### config.mk
export PLATFORM = sky130hd
export DESIGN_NAME = fetch_ctrl
export DESIGN_NICKNAME = d
export VERILOG_FILES = /design/src/rtl/fetch_ctrl.sv
export SDC_FILE = /design/constraint.sdc
export NUM_CORES = 1
export LEC_CHECK = 0
export CORE_ASPECT_RATIO = 0.75
export CORE_MARGIN = 2
export CORE_UTILIZATION = 50
export CTS_BUF_LIST = sky130_fd_sc_hd__clkbuf_16
export DETAILED_ROUTE_END_ITERATION = 6
export GPL_TIMING_DRIVEN = 0
export PLACE_DENSITY = 0.85
export SYNTH_ARGS = -nofsm -noshare
export SYNTH_HDL_FRONTEND = slang
export SYNTH_SLANG_ARGS = --single-unit
### constraint.sdc
create_clock -name clk -period 6.4 [get_ports clk]
set_clock_uncertainty 0.2 [all_clocks]
set_input_delay 1.28 -clock clk [delete_from_list [all_inputs] [get_ports clk]]
set_output_delay 1.28 -clock clk [all_outputs]
set_load 0.005 [all_outputs]
### src/rtl/fetch_ctrl.sv
// Fetch-stage controller: steers the fetch PC mux and captures each fetched
// word, tagged with its PC, into the IF/ID latch.
module fetch_ctrl #(
  parameter logic [15:0] INIT_PC     = 16'h0000,
  parameter logic [15:0] HALT_OPCODE = 16'hFFFF
) (
  input  logic        clk,
  input  logic        reset,
  input  logic [15:0] inst_code,
  input  logic        stall,
  input  logic        branch_taken,
  input  logic [15:0] branch_target,
  output logic [1:0]  sel_pc,
  output logic        enable_pc,
  output logic [15:0] branch_pc,
  output logic [15:0] ifid_inst,
  output logic [15:0] ifid_pc,
  output logic        ifid_valid,
  output logic        halted
);

  typedef enum logic [1:0] {
    BOOT = 2'd0,
    RUN  = 2'd1,
    HALT = 2'd2
  } state_t;

  localparam logic [1:0] SEL_INIT   = 2'b00;
  localparam logic [1:0] SEL_INC    = 2'b01;
  localparam logic [1:0] SEL_BRANCH = 2'b10;

  state_t      state_reg;
  logic [15:0] shadow_pc_reg;

  assign branch_pc = branch_target;

  always_comb begin
    sel_pc    = SEL_INC;
    enable_pc = 1'b0;
    unique case (state_reg)
      BOOT: begin
        sel_pc    = SEL_INIT;
        enable_pc = 1'b1;
      end
      RUN: begin
        if (branch_taken) begin
          sel_pc    = SEL_BRANCH;
          enable_pc = 1'b1;
        end else if (stall) begin
          enable_pc = 1'b0;
        end else if (inst_code == HALT_OPCODE) begin
          enable_pc = 1'b0;
        end else begin
          enable_pc = 1'b1;
        end
      end
      HALT: begin
        if (branch_taken) begin
          sel_pc    = SEL_BRANCH;
          enable_pc = 1'b1;
        end
      end
      default: begin
        sel_pc    = SEL_INC;
        enable_pc = 1'b0;
      end
    endcase
  end

  // shadow_pc_reg mirrors the fetch PC so each captured word carries its address
  always_ff @(posedge clk or negedge reset) begin
    if (!reset) begin
      state_reg     <= BOOT;
      shadow_pc_reg <= INIT_PC;
      ifid_inst     <= 16'h0000;
      ifid_pc       <= INIT_PC;
      ifid_valid    <= 1'b0;
      halted        <= 1'b0;
    end else begin
      unique case (state_reg)
        BOOT: state_reg <= RUN;
        RUN: begin
          if (branch_taken) begin
            shadow_pc_reg <= branch_target;
            ifid_valid    <= 1'b0;
          end else if (!stall) begin
            ifid_inst  <= inst_code;
            ifid_pc    <= shadow_pc_reg;
            ifid_valid <= 1'b1;
            if (inst_code == HALT_OPCODE) begin
              state_reg <= HALT;
              halted    <= 1'b1;
            end else begin
              shadow_pc_reg <= shadow_pc_reg + 16'd1;
            end
          end
        end
        HALT: begin
          if (branch_taken) begin
            shadow_pc_reg <= branch_target;
            ifid_valid    <= 1'b0;
            halted        <= 1'b0;
            state_reg     <= RUN;
          end else if (!stall) begin
            // the halt word has been consumed downstream
            ifid_valid <= 1'b0;
          end
        end
        default: state_reg <= BOOT;
      endcase
    end
  end

endmodule

==> out/metrics.cfg <==
[routing]
wl_per_cell_um = 16.4
viasPerCell = 5.61
wl_met1_um = 3210
wl_met3_um = 385
first_pass_iters = 5
wl_um = 7210
drc = 0
maxUsedRoutingLayer = met4
vias = 2464
ant_nets = 0
wl_met2_um = 3500
drtIter0Drc = 167

[clocking]
cts_resized = 0
cts_tree = yes
cts_max_path_buffers = 2
clk_pin_slew_ns = 0.06
clkSinkCount = 52
htreeDepth = 2
insertion_delay_ns = 0.29
cts_buffers = 5
cts_root_buf = clkbuf_16
ctsHoldBuffers = 0
post-cts-setup-buffers = 0

[hold_path]
hp-start = ifid_inst[10]
hold_path_class = reg2reg
hold_depth = 1
hold_end = ifid_inst[10]

[pwr]
clockPowerShare = 0.173
power_density_nw_per_um2 = 391
switching_share = 0.327
p_leak_nw = 1.64
peakVddDrop_mv = 0.281
seqPwrFrac = 0.390
p_sw_w = 0.000501
power.internal_w = 0.00103
p_comb_frac = 0.436
fin_total_pwr_w = 0.00153

[setup_path]
path_common_cell = clkdlybuf4s50_1
path_class = in2out
cp.required_ns = 4.92
slowest_delay_ns = 0.48
cp.arrival_ns = 3.03
reg2reg_depth = 7
endpoint_kind = output port
slowest_stage = clkdlybuf4s50_1
cp_max_fo = 6
start_kind = input port
cpLargestDelayFamily = buffers and inverters
ff2ff_setup_slack_ns = 3.88
worstReg2RegEnd = shadow_pc_reg[12]
crit_chain = clkdlybuf4s50_1 -> nand4_1 -> nor3_4 -> nand2_1 -> nand3_1 -> a21oi_1 -> clkdlybuf4s50_1
r2r_start = state_reg[0]
path_buf_inv = 2

[logic_synthesis]
synthFlopType = dfrtp_1
yosys_warnings = 0
synthesis.area_um2 = 2790
ys_seq_area_frac = 0.467
syn_inst = 268
ys_types = 48
synth_edf_count = 0
async_reset_ff_frac = 1.00
syn_avg_cell_area_um2 = 10.4
synthesis.nets = 310
ys_seq_elements = 52

[place]
port_buffers = 87
place_area_um2 = 3770
place.gp.congestion = 0.881
dpl.hpwl_um = 5320

[floorplanning]
ioPinCount = 89
die_w_um = 90.2
die-area_um2 = 6200
start_util = 0.521
core-area_um2 = 5350
die_y_um = 68.7
row_count = 23

[sta]
setup_violations = 0
tightestPinTransition_ns = 0.802
clock.fmax_mhz = 222
hold_violations = 0
setup_tns_ns = 0
fin_crit_ns = 4.51
rsz0062_at_grt = false
slew_headroom = 0.463
fin_crit_sh = 0.705
drv_slew = 0

[layout]
nets = 405
area_delta_synth_final_pct = 40.3
layout_commonest_cell = clkdlybuf4s50_1
mostFrequentLayoutCells = clkdlybuf4s50_1, dfrtp_1, mux2_2
n_antenna_cell = 0
drive_above_1_share = 0.203
finalInstanceArea_um2 = 3910
final_util = 0.731

[global_route]
overflow = 0
grt_max_degree = 39
grt_pass1_vias = 2305
antenna_found_initial = 0
gr-usage-all-layers = 0.237
grt_pass1_wl_um = 11400

[flow_run]
cap_viol_max_count = 0

[run_status]
status = finished, final reports clean

worst reg2reg max path: stages, from the launching register on:
cell	delay, ns
dfrtp_1	0.45
inv_1	0.11
ha_1	0.18
buf_4	0.18
o22ai_1	0.18
a31oi_1	0.65
o221ai_1	0.29
a21oi_1	0.21
cells by family after synthesis:
kind of cell,share of synthesized area
muxes,0.136
buffers and inverters,0.0808
AOI/OAI and AO/OA,0.156
DFF,0.467
adders and majority gates,0.0269
and+or+nand+nor,0.133
power by group through the flow:
stage	Clock (W)	Sequential (W)	Combinational, W
2_1_floorplan	0	0.000587	0.000318
3_3_place_gp	0	0.000592	0.000643
6_report	0.000266	0.000598	0.000669
3_5_place_dp	0	0.000601	0.000661
4_1_cts	0.000270	0.000597	0.000671
5_1_grt	0.000287	0.000619	0.000726
layout make-up:
| type | count | area [um^2] |
|---|---|---|
| Buffer | 28 | 191 |
| Clock buffer | 5 | 125 |
| Clock inverter | 3 | 20.0 |
| Fill cell | 391 | 1440 |
| Inverter | 9 | 33.8 |
| Multi-Input combinational cell | 179 | 1260 |
| Sequential cell | 52 | 1300 |
| Tap cell | 75 | 93.8 |
| Timing Repair Buffer | 88 | 886 |
Yosys cell counts, types with 3 or more instances:
master / instances / area share
a21oi_1: 23 / 0.041
o22ai_1: 4 / 0.0090
nor2_1: 15 / 0.020
inv_1: 8 / 0.011
a31oi_1: 3 / 0.0067
buf_4: 17 / 0.046
mux2_2: 32 / 0.13
buf_2: 6 / 0.011
and3_1: 4 / 0.0090
dfrtp_1: 52 / 0.47
ha_1: 6 / 0.027
clkbuf_1: 3 / 0.0040
nor3_1: 3 / 0.0054
nand2_1: 21 / 0.028
o21ai_0: 20 / 0.036
o32ai_1: 3 / 0.0094
nand3_1: 10 / 0.018
nand4_1: 3 / 0.0067
how the worst max path moves through the flow:
stage,start,endpoint,cells past startpoint
finish,inst_code[3],enable_pc,7
global route,inst_code[14],enable_pc,7
CTS,inst_code[3],enable_pc,7
detailed placement,inst_code[3],enable_pc,7
global placement,inst_code[3],enable_pc,7
floorplan,branch_taken,enable_pc,6
metrics by stage:
step | instances | hold slack [ns] | worst slack [ns]
after floorplan | 268 | 0.289 | 2.93
after global placement | 430 | 0.289 | 1.89
after detailed placement | 431 | 0.288 | 1.91
after CTS | 439 | 0.307 | 1.89
after global routing | 439 | 0.322 | 1.70
final | 439 | 0.306 | 1.89
routing by layer:
layer	vias up	GRT usage
met5	-	0
met4	0	0.0788
met3	11	0.0435
met2	95	0.400
met1	1193	0.318
li1	1165	-
Note: power is estimated with default switching activity, not from simulation.
